==> src/rtl/mem_port_arbiter_if.sv <==
// Fetch port, data port and shared memory port of mem_port_arbiter, grouped as one bundle.
// The slave modport is the arbiter's view; master is the requester/memory side.
interface mem_port_arbiter_if;
    logic        if_req;
    logic [63:0] if_addr;
    logic        if_ready;
    logic        if_rvalid;
    logic [31:0] if_rdata;

    logic        d_req;
    logic        d_we;
    logic [63:0] d_addr;
    logic [63:0] d_wdata;
    logic        d_ready;
    logic        d_rvalid;
    logic [63:0] d_rdata;

    logic        mem_en;
    logic        mem_we;
    logic [63:0] mem_addr;
    logic [63:0] mem_wdata;
    logic [63:0] mem_rdata;

    modport slave (
        input  if_req, if_addr, d_req, d_we, d_addr, d_wdata, mem_rdata,
        output if_ready, if_rvalid, if_rdata, d_ready, d_rvalid, d_rdata,
               mem_en, mem_we, mem_addr, mem_wdata
    );

    modport master (
        output if_req, if_addr, d_req, d_we, d_addr, d_wdata, mem_rdata,
        input  if_ready, if_rvalid, if_rdata, d_ready, d_rvalid, d_rdata,
               mem_en, mem_we, mem_addr, mem_wdata
    );
endinterface

==> src/rtl/mem_port_arbiter.sv <==
// Arbitrates a fetch port and a data port onto one fixed-latency memory port (IDLE/ACCESS/RESPOND).
// Define ARB_ROUND_ROBIN_EN to alternate grants on contention instead of fixed data priority.
module mem_port_arbiter #(
    parameter int MEM_LATENCY = 2
) (
    input  logic              clk,
    input  logic              reset,
    mem_port_arbiter_if.slave bus,
    output logic              busy
);
    typedef enum logic [1:0] {IDLE, ACCESS, RESPOND} state_t;
    localparam logic [3:0] CNT_INIT = 4'(MEM_LATENCY - 1);

    state_t      state, state_nxt;
    logic        owner_d;
    logic        we_q;
    logic [63:0] addr_q;
    logic [63:0] wdata_q;
    logic [63:0] rdata_q;
    logic [3:0]  cnt;
    logic        grant_d;
    logic        grant_if;
    logic        accept;

    // Grants are only honoured in IDLE and never while reset is held, so ready stays 0 under reset.
    assign accept = (state == IDLE) && !reset && (bus.d_req || bus.if_req);

`ifdef ARB_ROUND_ROBIN_EN
    logic last_grant_d;

    always_comb begin
        grant_d  = bus.d_req;
        grant_if = bus.if_req;
        if (bus.d_req && bus.if_req) begin
            grant_d  = !last_grant_d;
            grant_if = last_grant_d;
        end
    end

    always_ff @(posedge clk or posedge reset) begin
        if (reset) begin
            last_grant_d <= 1'b0;
        end else if (accept) begin
            last_grant_d <= grant_d;
        end
    end
`else
    assign grant_d  = bus.d_req;
    assign grant_if = bus.if_req && !bus.d_req;
`endif

    always_ff @(posedge clk or posedge reset) begin
        if (reset) begin
            state <= IDLE;
        end else begin
            state <= state_nxt;
        end
    end

    always_comb begin
        state_nxt     = state;
        bus.if_ready  = 1'b0;
        bus.d_ready   = 1'b0;
        bus.if_rvalid = 1'b0;
        bus.if_rdata  = '0;
        bus.d_rvalid  = 1'b0;
        bus.d_rdata   = '0;
        bus.mem_en    = 1'b0;
        bus.mem_we    = 1'b0;
        bus.mem_addr  = '0;
        bus.mem_wdata = '0;
        case (state)
            IDLE: begin
                if (!reset) begin
                    bus.if_ready = grant_if;
                    bus.d_ready  = grant_d;
                end
                if (accept) state_nxt = ACCESS;
            end
            ACCESS: begin
                bus.mem_en    = 1'b1;
                // A store writes once; later ACCESS cycles only hold the address for the latency window.
                bus.mem_we    = we_q && (cnt == CNT_INIT);
                bus.mem_addr  = addr_q;
                bus.mem_wdata = wdata_q;
                if (cnt == 4'd0) state_nxt = RESPOND;
            end
            RESPOND: begin
                if (owner_d) begin
                    bus.d_rvalid = 1'b1;
                    bus.d_rdata  = rdata_q;
                end else begin
                    bus.if_rvalid = 1'b1;
                    bus.if_rdata  = rdata_q[31:0];
                end
                state_nxt = IDLE;
            end
            default: state_nxt = IDLE;
        endcase
    end

    always_ff @(posedge clk or posedge reset) begin
        if (reset) begin
            owner_d <= 1'b0;
            we_q    <= 1'b0;
            addr_q  <= '0;
            wdata_q <= '0;
            rdata_q <= '0;
            cnt     <= '0;
        end else if (accept) begin
            owner_d <= grant_d;
            we_q    <= grant_d && bus.d_we;
            addr_q  <= grant_d ? bus.d_addr : bus.if_addr;
            wdata_q <= grant_d ? bus.d_wdata : '0;
            cnt     <= CNT_INIT;
        end else if (state == ACCESS) begin
            if (cnt == 4'd0) begin
                rdata_q <= we_q ? '0 : bus.mem_rdata;
            end else begin
                cnt <= cnt - 4'd1;
            end
        end
    end

    assign busy = (state != IDLE);
endmodule

==> src/flat_wrapper.sv <==
// flat-port wrapper written by rule: the top's interface ports become plain ports
module mem_port_arbiter_flat 
#(
    parameter int MEM_LATENCY = 2
)
  (clk, reset, busy, bus_if_req, bus_if_addr, bus_d_req, bus_d_we, bus_d_addr, bus_d_wdata, bus_mem_rdata, bus_if_ready, bus_if_rvalid, bus_if_rdata, bus_d_ready, bus_d_rvalid, bus_d_rdata, bus_mem_en, bus_mem_we, bus_mem_addr, bus_mem_wdata);
  mem_port_arbiter_if bus_i ();
  input  logic clk;
  input  logic reset;
  output logic busy;
  input wire logic [$bits(bus_i.if_req)-1:0] bus_if_req;
  input wire logic [$bits(bus_i.if_addr)-1:0] bus_if_addr;
  input wire logic [$bits(bus_i.d_req)-1:0] bus_d_req;
  input wire logic [$bits(bus_i.d_we)-1:0] bus_d_we;
  input wire logic [$bits(bus_i.d_addr)-1:0] bus_d_addr;
  input wire logic [$bits(bus_i.d_wdata)-1:0] bus_d_wdata;
  input wire logic [$bits(bus_i.mem_rdata)-1:0] bus_mem_rdata;
  output wire logic [$bits(bus_i.if_ready)-1:0] bus_if_ready;
  output wire logic [$bits(bus_i.if_rvalid)-1:0] bus_if_rvalid;
  output wire logic [$bits(bus_i.if_rdata)-1:0] bus_if_rdata;
  output wire logic [$bits(bus_i.d_ready)-1:0] bus_d_ready;
  output wire logic [$bits(bus_i.d_rvalid)-1:0] bus_d_rvalid;
  output wire logic [$bits(bus_i.d_rdata)-1:0] bus_d_rdata;
  output wire logic [$bits(bus_i.mem_en)-1:0] bus_mem_en;
  output wire logic [$bits(bus_i.mem_we)-1:0] bus_mem_we;
  output wire logic [$bits(bus_i.mem_addr)-1:0] bus_mem_addr;
  output wire logic [$bits(bus_i.mem_wdata)-1:0] bus_mem_wdata;
  assign bus_i.if_req = bus_if_req;
  assign bus_i.if_addr = bus_if_addr;
  assign bus_i.d_req = bus_d_req;
  assign bus_i.d_we = bus_d_we;
  assign bus_i.d_addr = bus_d_addr;
  assign bus_i.d_wdata = bus_d_wdata;
  assign bus_i.mem_rdata = bus_mem_rdata;
  assign bus_if_ready = bus_i.if_ready;
  assign bus_if_rvalid = bus_i.if_rvalid;
  assign bus_if_rdata = bus_i.if_rdata;
  assign bus_d_ready = bus_i.d_ready;
  assign bus_d_rvalid = bus_i.d_rvalid;
  assign bus_d_rdata = bus_i.d_rdata;
  assign bus_mem_en = bus_i.mem_en;
  assign bus_mem_we = bus_i.mem_we;
  assign bus_mem_addr = bus_i.mem_addr;
  assign bus_mem_wdata = bus_i.mem_wdata;
  mem_port_arbiter #(.MEM_LATENCY(MEM_LATENCY)) u_core (.clk(clk), .reset(reset), .bus(bus_i), .busy(busy));
endmodule
==> config.mk <==
export PLATFORM = sky130hd
export DESIGN_NAME = mem_port_arbiter_flat
export DESIGN_NICKNAME = d
export VERILOG_FILES = /design/src/rtl/mem_port_arbiter_if.sv /design/src/rtl/mem_port_arbiter.sv /design/src/flat_wrapper.sv
export SDC_FILE = /design/constraint.sdc
export NUM_CORES = 1
export LEC_CHECK = 0
export ABC_CLOCK_PERIOD_IN_PS = 7100
export BUFFER_PORTS_ARGS = -buffer_cell sky130_fd_sc_hd__buf_2
export CAP_MARGIN = 10
export CORE_AREA = 2 2 194 196
export DETAILED_ROUTE_END_ITERATION = 10
export DIE_AREA = 0 0 196 198
export GPL_TIMING_DRIVEN = 0
export PLACE_DENSITY_LB_ADDON = 0.2
export RECOVER_POWER = 50
export SLEW_MARGIN = 20
export SYNTH_ARGS = -nofsm -noshare
export SYNTH_HDL_FRONTEND = slang
export SYNTH_SLANG_ARGS = --single-unit
export TNS_END_PERCENT = 20
==> constraint.sdc <==
create_clock -name clk -period 7.1 [get_ports clk]
set_input_delay 0 -clock clk [delete_from_list [all_inputs] [get_ports clk]]
set_output_delay 0 -clock clk [all_outputs]
set_load 0.03 [all_outputs]
==> results of run 1 <==
## report_power, final
group | switching [µW] | internal (µW) | total [µW]
Combinational | 2040 | 1130 | 3170
Sequential | 294 | 1670 | 1970
Clock | 473 | 572 | 1040
## Yosys cell counts, drive strengths merged, types with 2 or more instances
library cell / count
and2: 226
dfrtp: 200
a21oi: 131
o21ai: 131
a22o: 65
nand2b: 65
mux2i: 64
clkbuf: 60
buf: 36
inv: 6
nand2: 4
ha: 3
nor2: 3
nor3: 3
nor3b: 2
nor4: 2
or2: 2
## state kept, by name, indices dropped and copies added (netlist names)
register and count:
u_core.owner_d 1, u_core.addr_q 64, u_core.we_q 1, u_core.rdata_q 64, u_core.wdata_q 64, u_core.cnt 4, u_core.state 2
## per-stage QoR
| step | utilization (%) | hold slack [ps] | worst slack, ps | std cells |
|---|---|---|---|---|
| 3_5_place_dp | 35.5 | -49.9 | 4510 | 1977 |
| 3_3_place_gp | 35.4 | 216 | -1280 | 1975 |
| 6_report | 44.1 | 210 | 4110 | 2268 |
| 2_1_floorplan | - | 133 | 1650 | 1010 |
| 5_1_grt | 44.1 | 245 | 3830 | 2268 |
| 4_1_cts | 44.2 | 35.0 | 3990 | 2268 |
## worst paths after layout
| check | start | end | slack [ps] | cells past startpoint |
|---|---|---|---|---|
| worst max-delay path | u_core.state[1]$_DFFE_PP0P_ | bus_mem_addr[62] | 4110 | 6 |
| worst min-delay path | reset | u_core.addr_q[48]$_DFFE_PP0P_ | 210 | 3 |
| worst max register to register | u_core.state[0]$_DFFE_PP0P_ | u_core.addr_q[44]$_DFFE_PP0P_ | 4180 | 6 |
| min in group clk | bus_d_wdata[47] | u_core.wdata_q[47]$_DFFE_PP0P_ | 300 | 3 |
| worst min register to register | u_core.wdata_q[25]$_DFFE_PP0P_ | u_core.wdata_q[25]$_DFFE_PP0P_ | 500 | 1 |
| max in group asynchronous | reset | u_core.wdata_q[21]$_DFFE_PP0P_ | 5970 | 4 |
## cell type report
class                   instances  area [µm²]
repair buffers                752        5100
multi-input cells             708        4530
well taps                     474         593
clock inverters                12         165
fillers                      3628       20700
flip-flops and latches        200        5000
inverters                       6        23.8
clock buffers                  20         447
plain buffers                  96         419
## repair_timing
item                                   CTS  global route
setup endpoints to repair                0             0
hold buffers                           259             0
endpoints found under the hold margin  394             0
buffers inserted                         0             0
## cells by family (layout without fill, tap and decap cells)
| logic type | Yosys count | in the layout |
|---|---|---|
| adder cells (fa/ha/maj) | 3 | 3 |
| AND/OR/NAND/NOR | 311 | 311 |
| buffers and inverters | 102 | 886 |
| AO/OA/AOI/OAI | 330 | 330 |
| multiplexers | 64 | 64 |
| flip-flops | 200 | 200 |
## worst max-delay path: cells and delay by family, from the launching register on
family	cells	cell delay, ps
and+or+nand+nor	2	640
DFF	1	430
buffers and inverters	4	1470
## routing by layer
metal,part of all wire [%],vias to the layer above
li1,-,5000
met5,0.034,-
met4,2.4,2
met2,50,372
met1,41,5005
met3,6.5,61
==> summary.md, run 1 <==
| Metric | Value |
|---|---|
| Total iterations of the first detailed-routing run | 5 |
| CTS tree | yes |
| Clock-pin slew on the worst setup and hold paths | ~80 ps |
| Adder-cell share of the synthesized area | 0.375% |
| All-Layer GR Usage | 19.7% |
| RSZ-0062 raised after global routing | no |
| Mean post-synth cell area | 9.91 µm² |
| Yosys reg bits | 200 |
| Net count after synthesis | approximately 1300 |
| Pin count of the biggest net entering global routing | 97 |
| WL/cell | 17.1 µm |
| CP Class | reg2out |
| Clk_lat worst skew | approximately 450 ps |
| Seq/Total Area, Yosys | 50.0% |
| Most frequent cells in the layout | buf_2 (504), dlygate4sd3_1 (259), and2_1 (225), dfrtp_1 (200), a21oi_1 (130) |
| GR Util met3 | 4.68% |
| PD cells | 379 nW/µm² |
| Final GP Congestion | 0.821 |
| Crit path max-delay cell type | clkbuf_1 |
| CP required | ~7100 ps |
| Die span in x | 196 µm |
| Total number of vias | 10440 |
| Least-Margin Pin Slew | 815 ps |
| Commonest non-fill, non-tap cell in the layout | buf_2 |
| Biggest area consumer among synthesized cells | dfrtp_1 |
| Max-cap violations | 0 |
| CP startpoint kind | register |
| Drt drc | 0 |
| Met1 usage | 24.1% |
| Vias per cell | 4.60 |
| Height of the die | ~200 µm |
| Final instance area | about 16000 µm² |
| Yosys warns | 0 |
| Area delta synth->final | 62.6% |
| Row count | 71 |
| Slew Limit Fails | 0 |
| Resize count post-CTS | 0 |
| Crit path DAT | 2990 ps |
| Main synth FF type | dfrtp_1 |
| Max Freq | 334 MHz |
| Sink Count | 200 |
| Post-synthesis compound-gate area fraction | 19.1% |
| Post-route ant nets | 0 |
| Die area | 38800 µm² |
| HPWL Detailed | between 20000 and 30000 µm |
| Core area | 37000 µm² |
| Worst relative slew slack | 45.2% |
| Tcrit/Tclk final | 42.1% |
| Clock buffer depth | 2 |
| Overall power | 6180 µW |
| Critical path fanouts, max | 10 |
| Port bufs | about 500 |
| Mapped Cells | 1010 |
| Final setup violation count | 0 |
| M2 GR Usage | 34.0% |
| Min Clock Period, post-route | 2990 ps |
| Fin. Hold Viols | 0 |
| Simple-gate portion of the synthesized area | 19.5% |
| Worst VDD drop | 0.232 mV |
| First-pass GRT wire length | 59600 µm |
| CP Capture Type | primary output |
| Initial antenna violation count | 2 |
| CP cell instances | nand2b_1 -> inv_2 -> buf_2 -> clkbuf_1 -> and2_1 -> buf_2 |
| Area share of the largest cell type after synthesis | 50.0% |
| Starting Density | 27.1% |
| Grt ovf | 0 |
| Ranking of synthesized cells by area | dfrtp_1 (50%), and2_1 (14%), a21oi_1 (6.5%), mux2i_1 (6.4%), o21ai_0 (6.1%) |
| Fraction of layout cells with a size suffix above 1 | 30.8% |
| I/O pin cnt | 492 |
| Crit path largest cell delay | roughly 540 ps |
| Mapped Area | 10000 µm² |
| Largest family of logic cells by synthesized area | simple AND/OR/NAND/NOR gates |
| Number of buffers created by CTS | 17 |
| N_diodes | 0 |
| Post-Synth XOR/XNOR Area | 0% |
| EDFF count, synth | 0 |
| Initial DRC Count | 450 |
| Clock skew | between 10 and 15 ps |
| Most common cell on crit path | buf_2 |
| H-tree Lvls | 4 |
| Layout Nets | 2045 |
| Pleak | 0.00814 µW |
| Post-synth ARST share | 100% |
| Post-placement cell area | about 13000 µm² |
| Vias in the first global route | 10858 |
| Routed WL | between 30000 and 40000 µm |
| Clock root cell | clkbuf_16 |
| Post-synthesis mux area share | 6.40% |
| Hold Crit Class | in2async |
| TNS Setup | 0 ps |
| Yosys cell types | 34 |
| Most used routing layer | met2 |
| Status | completed |
No activity file was read; power rests on OpenSTA's default activity.
==> inputs of run 2 (changes only) <==
Settings changed: ABC_CLOCK_PERIOD_IN_PS 7100 to 2800.
Clock period 7.1 ns to 2.8 ns, I/O delays scaled along.
==> run 2 against run 1 <==
Against the previous run: the flow now finishes with violations (negative hold slack); first-iteration DRC count fell by 30%; hold slack lost 210 ps; via count shrank 1.1%; sequential power grew to 2.5 times the previous value; combinational power grew to 2.5 times the previous value; sequential share of layout area rose by 0.073 points; global-route usage fell by 0.54 points; critical path depth stayed put; flip-flop and latch count unchanged; setup slack worse by 3800 ps; highest routed layer unchanged.
==> summary.md, run 2 (synthesis results as in run 1) <==
| Metric | Value |
|---|---|
| Status | finished, violations left |
| Failing checks | negative hold slack |
| Final GP Congestion | 0.817 |
| GR Util met3 | 3.75% |
| Area delta synth->final | 62.2% |
| Crit path max-delay cell type | dfrtp_1 |
| R2r setup slk | about 400 ps |
| Fraction of layout cells with a size suffix above 1 | 31.6% |
| Vias per cell | 4.55 |
| Met1 usage | 23.5% |
| Max Freq | 400 MHz |
| Routed WL | 38200 µm |
| Clock-pin slew on the worst setup and hold paths | 80 ps |
| Most frequent cells in the layout | buf_2 (508), dlygate4sd3_1 (256), and2_1 (225), dfrtp_1 (200), a21oi_1 (130) |
| Slew Limit Fails | 0 |
| Biggest regs | u_core.addr_q x64, u_core.rdata_q x64, u_core.wdata_q x64 |
| Total iterations of the first detailed-routing run | 5 |
| Total number of vias | between 10000 and 15000 |
| Row count | 71 |
| Initial DRC Count | between 300 and 400 |
| CP cell instances | nand2b_2 -> inv_2 -> buf_2 -> clkbuf_4 -> and2_1 -> buf_2 |
| Port bufs | 491 |
| Clk_lat worst skew | approximately 440 ps |
| CP required | roughly 2800 ps |
| H-tree Lvls | 4 |
| Min Clock Period, post-route | 2500 ps |
| HPWL Detailed | 28400 µm |
| Hold Crit Class | in2reg |
| Starting Density | between 20% and 30% |
| Multi-input logic area | 4530 µm² |
| RSZ-0062 raised after global routing | no |
| Grt ovf | 0 |
| N_diodes | 0 |
| Fin. Hold Viols | 1 |
| Max-cap violations | 0 |
| Most used routing layer | met2 |
| Die area | 38800 µm² |
| R2r startpoint | u_core.state[0]$_DFFE_PP0P_ |
| Sink Count | 200 |
| Final instance area | 16200 µm² |
| Drt drc | 0 |
| Vias in the first global route | 10720 |
| Number of buffers created by CTS | 17 |
| Core area | 37000 µm² |
| CP Class | reg2out |
| Post-placement cell area | around 13000 µm² |
| CTS tree | yes |
| Least-Margin Pin Slew | 1250 ps |
| Final setup violation count | 0 |
| Tcrit/Tclk final | 89.3% |
| Worst VDD drop | 0.481 mV |
| Critical path fanouts, max | 10 |
| Pleak | 0.00814 µW |
| Reg area | 5000 µm² |
| Most common cell on crit path | buf_2 |
| Hold_ws | -4.15 ps |
| Clock root cell | clkbuf_16 |
| CP Capture Type | primary output |
| Crit path DAT | 2500 ps |
| Worst-case reg-to-reg path depth | 6 |
| Crit path largest cell delay | 410 ps |
| Worst R2R End | u_core.addr_q[4]$_DFFE_PP0P_ |
| Hold Path Sink | u_core.owner_d$_DFFE_PP0P_ |
| Depth of the worst hold-timing path | 3 |
| TNS Setup | 0 ps |
| WL/cell | around 17 µm |
| Fillers | 3725 |
| Clock skew | roughly 8.5 ps |
| Pin count of the biggest net entering global routing | 32 |
| PD cells | 954 nW/µm² |
| M2 GR Usage | 34.0% |
| First-pass GRT wire length | 58400 µm |
| Family with the most delay on the worst path | buffers and inverters |
| Initial antenna violation count | 2 |
| Clock buffer depth | 2 |
| WP buf/inv | 4 |
| Commonest non-fill, non-tap cell in the layout | buf_2 |
| All-Layer GR Usage | 19.1% |
| I/O pin cnt | about 490 |
| CP startpoint kind | register |
| Die span in x | 196 µm |
| Worst relative slew slack | 16.9% |
| Layout Nets | ~2000 |
| Post-route ant nets | 0 |
| Worst hold start | bus_if_req |
| Height of the die | 198 µm |
-- run 2: cell types whose count changed in the layout (fill, tap and decap cells not counted), moves of 2 or more --
cell,previous run,this run
clkbuf_1,73,63
clkbuf_2,4,10
buf_2,504,508
bufinv_16,3,0
dlygate4sd3_1,259,256
inv_6,2,5
clkinv_2,2,0
clkinvlp_4,1,3
-- run 2: metal layers --
layer / part of all wire [%] / wire [µm]
met5: 0.037 / 14
met1: 42 / 16200
met2: 51 / 19300
met4: 2.1 / 805
met3: 5.0 / 1910
-- run 2: worst max-delay path by stage --
| stage | to | startpoint | depth (start not counted) | slack (ps) |
|---|---|---|---|---|
| 6_report | bus_mem_wdata[1] | u_core.state[1]$_DFFE_PP0P_ | 6 | 300 |
| 5_1_grt | bus_d_ready | u_core.state[0]$_DFFE_PP0P_ | 5 | 30 |
| 4_1_cts | bus_mem_wdata[43] | u_core.state[1]$_DFFE_PP0P_ | 6 | 40 |
| 3_5_place_dp | bus_mem_wdata[1] | u_core.state[1]$_DFFE_PP0P_ | 6 | 230 |
| 3_3_place_gp | u_core.wdata_q[29]$_DFFE_PP0P_ | reset | 2 | -1320 |
| 2_1_floorplan | u_core.addr_q[0]$_DFFE_PP0P_ | reset | 1 | 210 |
-- run 2: worst reg2reg max path, cell delays in order, from the launching register on --
cell and delay (ps):
dfrtp_1 440, nor3_1 640, and2_0 210, clkbuf_1 170
buf_4 230, clkbuf_1 430, a21oi_1 140
-- run 2: what timing repair did --
| item | in CTS | in global routing |
|---|---|---|
| pin swaps | 0 | 0 |
| resized for setup | 2 | 2 |
| hold buffers | 256 | 0 |
| endpoints found under the setup margin | 10 | 1 |
| hold endpoints to repair | 214 | 0 |
| setup buffers | 0 | 0 |
-- run 2: stage by stage --
stage	setup slack, ps	power [µW]	hold slack, ps	utilization, %	cells
after floorplan	212	10200	133	-	1010
after global placement	-1320	12800	217	35.4	1975
after detailed placement	233	12800	165	35.8	1982
after CTS	36.0	15700	6.09	44.3	2269
after global routing	34.3	16600	6.44	43.9	2269
final	300	15500	-4.15	43.9	2269
-- run 2: power by group --
group	total, µW	switching (µW)	internal [µW]
Clock	2460	1250	1210
Combinational	8070	5190	2880
Sequential	4960	719	4240
-- run 2: area by class of cell --
cell class | count | area share, %
well taps | 474 | 3.65
clock inverters | 12 | 0.655
repair buffers | 754 | 31.4
multi-input cells | 708 | 27.9
plain buffers | 96 | 2.68
flip-flops and latches | 200 | 30.8
clock buffers | 19 | 2.79
inverters | 6 | 0.146
